File: config.mk
export PLATFORM = sky130hd
export DESIGN_NAME = vga_sync_monitor
export DESIGN_NICKNAME = d
export VERILOG_FILES = /design/src/rtl/vga_sync_monitor.sv
export SDC_FILE = /design/constraint.sdc
export NUM_CORES = 1
export LEC_CHECK = 0
export ABC_AREA = 0
export CAP_MARGIN = 20
export CELL_PAD_IN_SITES_DETAIL_PLACEMENT = 0
export CELL_PAD_IN_SITES_GLOBAL_PLACEMENT = 2
export CORE_MARGIN = 4
export CORE_UTILIZATION = 33
export DETAILED_ROUTE_END_ITERATION = 6
export HOLD_SLACK_MARGIN = 0.08
export PLACE_DENSITY_LB_ADDON = 0.12
export SLEW_MARGIN = 5
export SYNTH_ARGS = -nofsm -noshare
export SYNTH_HDL_FRONTEND = slang
export SYNTH_SLANG_ARGS = --single-unit
File: constraint.sdc
create_clock -name clk_50 -period 4.5 [get_ports clk_50]
set_clock_uncertainty 0.1 [all_clocks]
set_input_delay 0.675 -clock clk_50 [delete_from_list [all_inputs] [get_ports clk_50]]
set_output_delay 0.675 -clock clk_50 [all_outputs]
set_load 0.02 [all_outputs]
File: src/rtl/vga_sync_monitor.sv
`default_nettype none
// ============================================================================
// Module  : vga_sync_monitor
// Brief   : Receive-side VGA sync monitor. Measures line/frame geometry and
//           sync pulse widths, regenerates h/v counters and flags lock.
//           Define VGA_MON_POL_DETECT_EN for automatic sync polarity detection
//           (adds hs_pol/vs_pol outputs).
// Revision: 1.0 - initial release
// ============================================================================
module vga_sync_monitor #(
    parameter int CNT_W       = 12,
    parameter int LOCK_FRAMES = 2,
    parameter int H_TOL       = 1
) (
    input  logic             clk_50,
    input  logic             rst_n,
    input  logic             px_ce,
    input  logic             hs_in,
    input  logic             vs_in,
    output logic [CNT_W-1:0] h_cnt,
    output logic [CNT_W-1:0] v_cnt,
    output logic [CNT_W-1:0] h_total,
    output logic [CNT_W-1:0] v_total,
    output logic [CNT_W-1:0] hs_width,
    output logic [CNT_W-1:0] vs_width,
    output logic             line_start,
    output logic             frame_start,
`ifdef VGA_MON_POL_DETECT_EN
    output logic             hs_pol,
    output logic             vs_pol,
`endif
    output logic             locked
);

    localparam logic [1:0]       c_ST_UNLOCKED = 2'd0;
    localparam logic [1:0]       c_ST_ARMED    = 2'd1;
    localparam logic [1:0]       c_ST_CHECK    = 2'd2;
    localparam logic [1:0]       c_ST_LOCKED   = 2'd3;
    localparam logic [CNT_W-1:0] c_CNT_MAX     = {CNT_W{1'b1}};
    localparam logic [CNT_W-1:0] c_H_TOL       = CNT_W'(H_TOL);
    localparam logic [CNT_W-1:0] c_LOCK        = CNT_W'(LOCK_FRAMES);

    logic [1:0]       r_hs_sync, r_vs_sync;
    logic [1:0]       w_raw, r_raw_prev, w_pol, w_act, w_act_prev, w_lead, w_trail;
    logic             w_pol_chg;
    logic [1:0]       r_state;
    logic [CNT_W-1:0] r_hs_wcnt, r_vs_wcnt, r_h_ref, r_v_ref, r_match;
    logic [CNT_W-1:0] w_h_meas, w_v_meas, w_h_dev, w_h_ref_new;
    logic             r_frame_bad, w_frame_bad, w_line_bad, w_v_ok, w_sat;

    always_ff @(posedge clk_50 or negedge rst_n) begin
        if (!rst_n) begin
            r_hs_sync <= 2'b11;
            r_vs_sync <= 2'b11;
        end else begin
            r_hs_sync <= {r_hs_sync[0], hs_in};
            r_vs_sync <= {r_vs_sync[0], vs_in};
        end
    end

    assign w_raw = {r_vs_sync[1], r_hs_sync[1]};

`ifdef VGA_MON_POL_DETECT_EN
    localparam int c_PW = 2 * CNT_W;
    logic [1:0][c_PW-1:0] r_hi_cnt, r_lo_cnt;
    logic [1:0]           r_pol, r_seen, w_pol_new, w_pol_upd;

    assign w_pol_new = {r_hi_cnt[1] < r_lo_cnt[1], r_hi_cnt[0] < r_lo_cnt[0]};
    assign w_pol_upd = {2{px_ce}} & w_raw & ~r_raw_prev & r_seen;

    always_ff @(posedge clk_50 or negedge rst_n) begin
        if (!rst_n) begin
            r_hi_cnt <= '0;
            r_lo_cnt <= '0;
            r_pol    <= '0;
            r_seen   <= '0;
        end else if (px_ce) begin
            for (int a = 0; a < 2; a++) begin
                // each raw rising edge closes one full period; the shorter level is the pulse
                if (w_raw[a] && !r_raw_prev[a]) begin
                    if (r_seen[a]) r_pol[a] <= w_pol_new[a];
                    r_seen[a]   <= 1'b1;
                    r_hi_cnt[a] <= c_PW'(1);
                    r_lo_cnt[a] <= '0;
                end else if (w_raw[a]) begin
                    if (r_hi_cnt[a] != {c_PW{1'b1}}) r_hi_cnt[a] <= r_hi_cnt[a] + 1'b1;
                end else if (r_lo_cnt[a] != {c_PW{1'b1}}) begin
                    r_lo_cnt[a] <= r_lo_cnt[a] + 1'b1;
                end
            end
        end
    end

    assign w_pol     = r_pol;
    assign w_pol_chg = |(w_pol_upd & (w_pol_new ^ r_pol));
    assign hs_pol    = r_pol[0];
    assign vs_pol    = r_pol[1];
`else
    assign w_pol     = 2'b00;
    assign w_pol_chg = 1'b0;
`endif

    // bit 0 = horizontal axis, bit 1 = vertical axis; act=1 means pulse active
    assign w_act       = w_raw ^ ~w_pol;
    assign w_act_prev  = r_raw_prev ^ ~w_pol;
    assign w_lead      = {2{px_ce}} & w_act & ~w_act_prev;
    assign w_trail     = {2{px_ce}} & ~w_act & w_act_prev;

    assign w_h_meas    = (h_cnt == c_CNT_MAX) ? c_CNT_MAX : h_cnt + 1'b1;
    assign w_v_meas    = (v_cnt == c_CNT_MAX) ? c_CNT_MAX : v_cnt + 1'b1;
    assign w_h_dev     = (w_h_meas >= r_h_ref) ? (w_h_meas - r_h_ref) : (r_h_ref - w_h_meas);
    assign w_line_bad  = w_h_dev > c_H_TOL;
    assign w_frame_bad = r_frame_bad | (w_lead[0] & w_line_bad);
    assign w_v_ok      = (w_v_meas == r_v_ref);
    assign w_h_ref_new = w_lead[0] ? w_h_meas : h_total;
    assign w_sat       = (h_cnt == c_CNT_MAX) | (v_cnt == c_CNT_MAX);

    always_ff @(posedge clk_50 or negedge rst_n) begin
        if (!rst_n) begin
            r_raw_prev  <= 2'b11;
            h_cnt       <= '0;
            v_cnt       <= '0;
            h_total     <= '0;
            v_total     <= '0;
            hs_width    <= '0;
            vs_width    <= '0;
            line_start  <= 1'b0;
            frame_start <= 1'b0;
            locked      <= 1'b0;
            r_state     <= c_ST_UNLOCKED;
            r_hs_wcnt   <= '0;
            r_vs_wcnt   <= '0;
            r_h_ref     <= '0;
            r_v_ref     <= '0;
            r_match     <= '0;
            r_frame_bad <= 1'b0;
        end else begin
            line_start  <= w_lead[0];
            frame_start <= w_lead[1];
            if (px_ce) begin
                r_raw_prev <= w_raw;

                if (w_lead[0]) begin
                    h_total <= w_h_meas;
                    h_cnt   <= '0;
                end else if (h_cnt != c_CNT_MAX) begin
                    h_cnt <= h_cnt + 1'b1;
                end
                if (w_lead[0])                               r_hs_wcnt <= CNT_W'(1);
                else if (w_act[0] && r_hs_wcnt != c_CNT_MAX) r_hs_wcnt <= r_hs_wcnt + 1'b1;
                if (w_trail[0]) hs_width <= r_hs_wcnt;

                // v_total takes the pre-increment line count, so a coincident hs edge is not double counted
                if (w_lead[1]) begin
                    v_total <= w_v_meas;
                    v_cnt   <= '0;
                end else if (w_lead[0] && v_cnt != c_CNT_MAX) begin
                    v_cnt <= v_cnt + 1'b1;
                end
                if (w_lead[1])                                            r_vs_wcnt <= CNT_W'(1);
                else if (w_lead[0] && w_act[1] && r_vs_wcnt != c_CNT_MAX) r_vs_wcnt <= r_vs_wcnt + 1'b1;
                if (w_trail[1]) vs_width <= r_vs_wcnt;

                if (w_lead[1])                    r_frame_bad <= 1'b0;
                else if (w_lead[0] && w_line_bad) r_frame_bad <= 1'b1;

                if (w_sat || w_pol_chg) begin
                    r_state <= c_ST_UNLOCKED;
                    locked  <= 1'b0;
                end else begin
                    case (r_state)
                        c_ST_UNLOCKED: if (w_lead[1]) r_state <= c_ST_ARMED;
                        c_ST_ARMED: if (w_lead[1]) begin
                            r_state <= c_ST_CHECK;
                            r_h_ref <= w_h_ref_new;
                            r_v_ref <= w_v_meas;
                            r_match <= '0;
                        end
                        c_ST_CHECK: if (w_lead[1]) begin
                            if (!w_frame_bad && w_v_ok) begin
                                if (r_match + 1'b1 == c_LOCK) begin
                                    r_state <= c_ST_LOCKED;
                                    locked  <= 1'b1;
                                end
                                r_match <= r_match + 1'b1;
                            end else begin
                                r_h_ref <= w_h_ref_new;
                                r_v_ref <= w_v_meas;
                                r_match <= '0;
                            end
                        end
                        default: if ((w_lead[0] && w_line_bad) || (w_lead[1] && !w_v_ok)) begin
                            r_state <= c_ST_UNLOCKED;
                            locked  <= 1'b0;
                        end
                    endcase
                end
            end
        end
    end

endmodule
`default_nettype wire

==> run summary <==
pre-CTS WS: -0.201 ns
initial antenna violation count: 0
Max Used Layer: met4
min cycle time layout: 4.47 ns
initial drt markers: 340
clk_lat worst skew: 0.44 ns
via count: 6937
Total Power: 0.00669 W
Clock power frac: 20.9%
hpwl dp: 16800 microns
CP arrival: 4.73 ns
Worst-path clk slew: 0.07 ns
Layout area overhead: 34.4%
Peak Freq: 224 MHz
Final nets: 1055
internal cell power: 0.00404 W
clock root buffer: clkbuf_16
Antenna Cells: 0
critical path's top delay family: simple AND/OR/NAND/NOR gates
Gate power share: 55.1%
relative slew slack: 43.4%
Site Rows: 57
switching power: 0.00265 W
fin. max-slew vios: 0
detailed-route DRC error count: 0
number of flops mapped to enable cells by yosys: 0
Syn Area/Cell: 9.66 sq um
Hold Fails Final Rpt: 0
RSZ-0062 raised after global routing: true
# H-tree levels: 4
synthesized area: 8270 sq um
Worst Setup Path Type: flop to flop
port bufs: 79
Antenna Nets Post-Route: 0
maxcap violations: 0
commonest non-fill, non-tap cells in the layout: 131 x dfrtp_1, 97 x buf_4, 92 x nand2_1
CP required: 4.76 ns
Synth Instances: 856
most common cell after layout, fill and taps aside: dfrtp_1
grt total ovfl: 0
WL met2: 11200 microns
Clock Tree Buf Depth: 2
number of buffers created by CTS: 17
Worst VDD drop: 0.311 mV
# clock sinks: 144
WP buf/inv: 3
DR pass1 iterations: 5
gpl congestion: 0.880
Ys Warns: 0
post-synth top area cell: dfrtp_1
Metal-1 WL: 10800 microns
Initial Util: 33.8%
share of post-route cells with drive strength above 1: 28.0%
largest net degree at the start of global routing: 89
Syn Nets: 891
Tightest Pin Transition: 0.850 ns
Die Ht: 166 microns
asr flop ratio synth: 100%
Routed wire per std cell: 17.2 microns
post-detailed-route via-to-cell ratio: 5.11
power share of the sequential group: 24.0%
die width: 166 microns
IO Count: 80
top post-synthesis cells by area: dfrtp_1 42%, mux2_2 5.4%, ha_1 4.4%
gr usage total: 17.0%
core area: 24500 sq um
via count of the first global-routing pass: 7198
hold buffer count at CTS: 0
startpoint type of the worst setup path: flop
register area share after synthesis: 43.6%
Net Sw Frac: 39.6%
slowest stage delay, CP: 0.43 ns
WL met3: 803 microns
final setup vio count: 0
ys flop type: dfrtp_1
cell chain of the critical path: ha_4 > nand4_1 > or2_4 > nor2_4 > buf_6 > nor3b_4 > inv_2 > ha_4 > nand4_1 > nor2_2 > a2111oi_4 > buf_4 > a21oi_4 > a211oi_2 > mux2i_1 > o2111ai_2 > nor4_4 > a21oi_4 > or3_4 > or3_4 > o21ai_2
Crit-path slowest cell: dfrtp_2
Pleak: 4.92 nW
Final Cycle Share: 99.3%
power density over the cells: 602 nW/um^2
status: completed
Cell variety after synth: 77
CTS tree: built
critical path peak fanout: 5
post-synth top area share: 41.7%
drt total wl: 23400 microns
Hold Crit Class: input port to async pin
Crit. End Element: flop
final worst slack: 0.0303 ns
Seq cells post-synth: 144
Die Footprint: 27700 sq um
first-pass GRT wire length: 38300 microns
[through the flow]
step	cells	hold WS, ns	TNS [ns]	util, %	cell area, sq um
after floorplan	856	0.245	-1.24	-	8390
after global placement	1315	0.250	-4.24	41.4	10100
after detailed placement	1315	0.247	-4.44	41.4	10100
after CTS	1351	0.244	-0.0336	44.5	10900
after global routing	1357	0.262	-2.20	45.4	11100
final	1357	0.195	0	45.4	11100
[repair_timing]
item	in CTS	in global routing
gates cloned	0	0
resized for setup	28	49
endpoints found under the setup margin	35	37
pin swaps	9	26
setup buffers	5	6
[registers in the layout (all words and copies together), names as in the netlist, 12 cells and up]
register	count
h_cnt	12
h_total	12
hs_width	12
r_h_ref	12
r_hs_wcnt	12
r_match	12
r_v_ref	12
r_vs_wcnt	12
v_cnt	12
v_total	12
vs_width	12
[cells in the mapped netlist, types with 3 or more instances]
| master | count |
|---|---|
| mux2_4 | 10 |
| and2_1 | 5 |
| nor2_1 | 72 |
| ha_1 | 29 |
| buf_2 | 9 |
| o21a_1 | 3 |
| a31oi_1 | 12 |
| nand3_1 | 27 |
| nor3_2 | 3 |
| clkbuf_1 | 21 |
| o211ai_1 | 6 |
| nand4_1 | 21 |
| o32ai_1 | 4 |
| or3_1 | 19 |
| inv_1 | 37 |
| nand3b_1 | 5 |
| a22o_1 | 4 |
| a21oi_1 | 36 |
| o31ai_1 | 8 |
| nor3b_1 | 3 |
| nor2b_1 | 7 |
| nand4b_1 | 4 |
| nand2b_1 | 9 |
| dfrtp_1 | 138 |
| mux2i_1 | 11 |
| xnor2_1 | 24 |
| buf_1 | 5 |
| a21o_1 | 6 |
| dfstp_2 | 6 |
| xor2_1 | 34 |
| and3_1 | 10 |
| mux2_2 | 40 |
| nor3_1 | 15 |
| nand2_1 | 96 |
| a21oi_2 | 3 |
| o21ai_0 | 58 |
[final timing paths]
kind / slack (ns) / cells after the start / from / endpoint
min reg2reg: 0.26 / 0 / r_hs_sync[0] / r_hs_sync[1]
min: 0.19 / 1 / rst_n / r_h_ref[6]
max in group asynchronous: 3.28 / 2 / rst_n / v_total[5]
max: 0.03 / 21 / h_cnt[0] / r_match[6]
min in group clk_50: 0.26 / 0 / r_hs_sync[0] / r_hs_sync[1]
max reg2reg: 0.03 / 21 / h_cnt[0] / r_match[6]
[power by group through the flow]
stage               sequential, W  combinational, W  clock (W)
floorplan                 0.00171           0.00200          0
detailed placement        0.00162           0.00331          0
global route              0.00163           0.00398    0.00150
finish                    0.00161           0.00369    0.00140
global placement          0.00162           0.00330          0
CTS                       0.00160           0.00359    0.00145
[cells by family (layout without fill, tap and decap cells)]
kind of cell / after synthesis / after routing / synth area share (%)
xor+xnor: 58 / 58 / 6.14
mux: 62 / 62 / 8.73
compound gates: 171 / 171 / 13.6
simple gates: 315 / 315 / 19.4
fa+ha+maj: 30 / 30 / 4.63
flops: 144 / 144 / 43.6
buf+inv: 76 / 253 / 3.81
[layout make-up]
class	count	area, sq um
well taps	324	405
flip-flops and latches	144	3620
repair buffers	183	1620
inverters	38	143
multi-input cells	636	4750
clock inverters	15	153
clock buffers	17	425
fillers	2353	13300
[metal layers]
metal / vias up / global-route usage, %
li1: 3367 / -
met1: 3395 / 22.5
met2: 138 / 28.0
met3: 37 / 3.31
met4: 0 / 5.48
met5: - / 0
No activity file was read; power rests on OpenSTA's default activity.
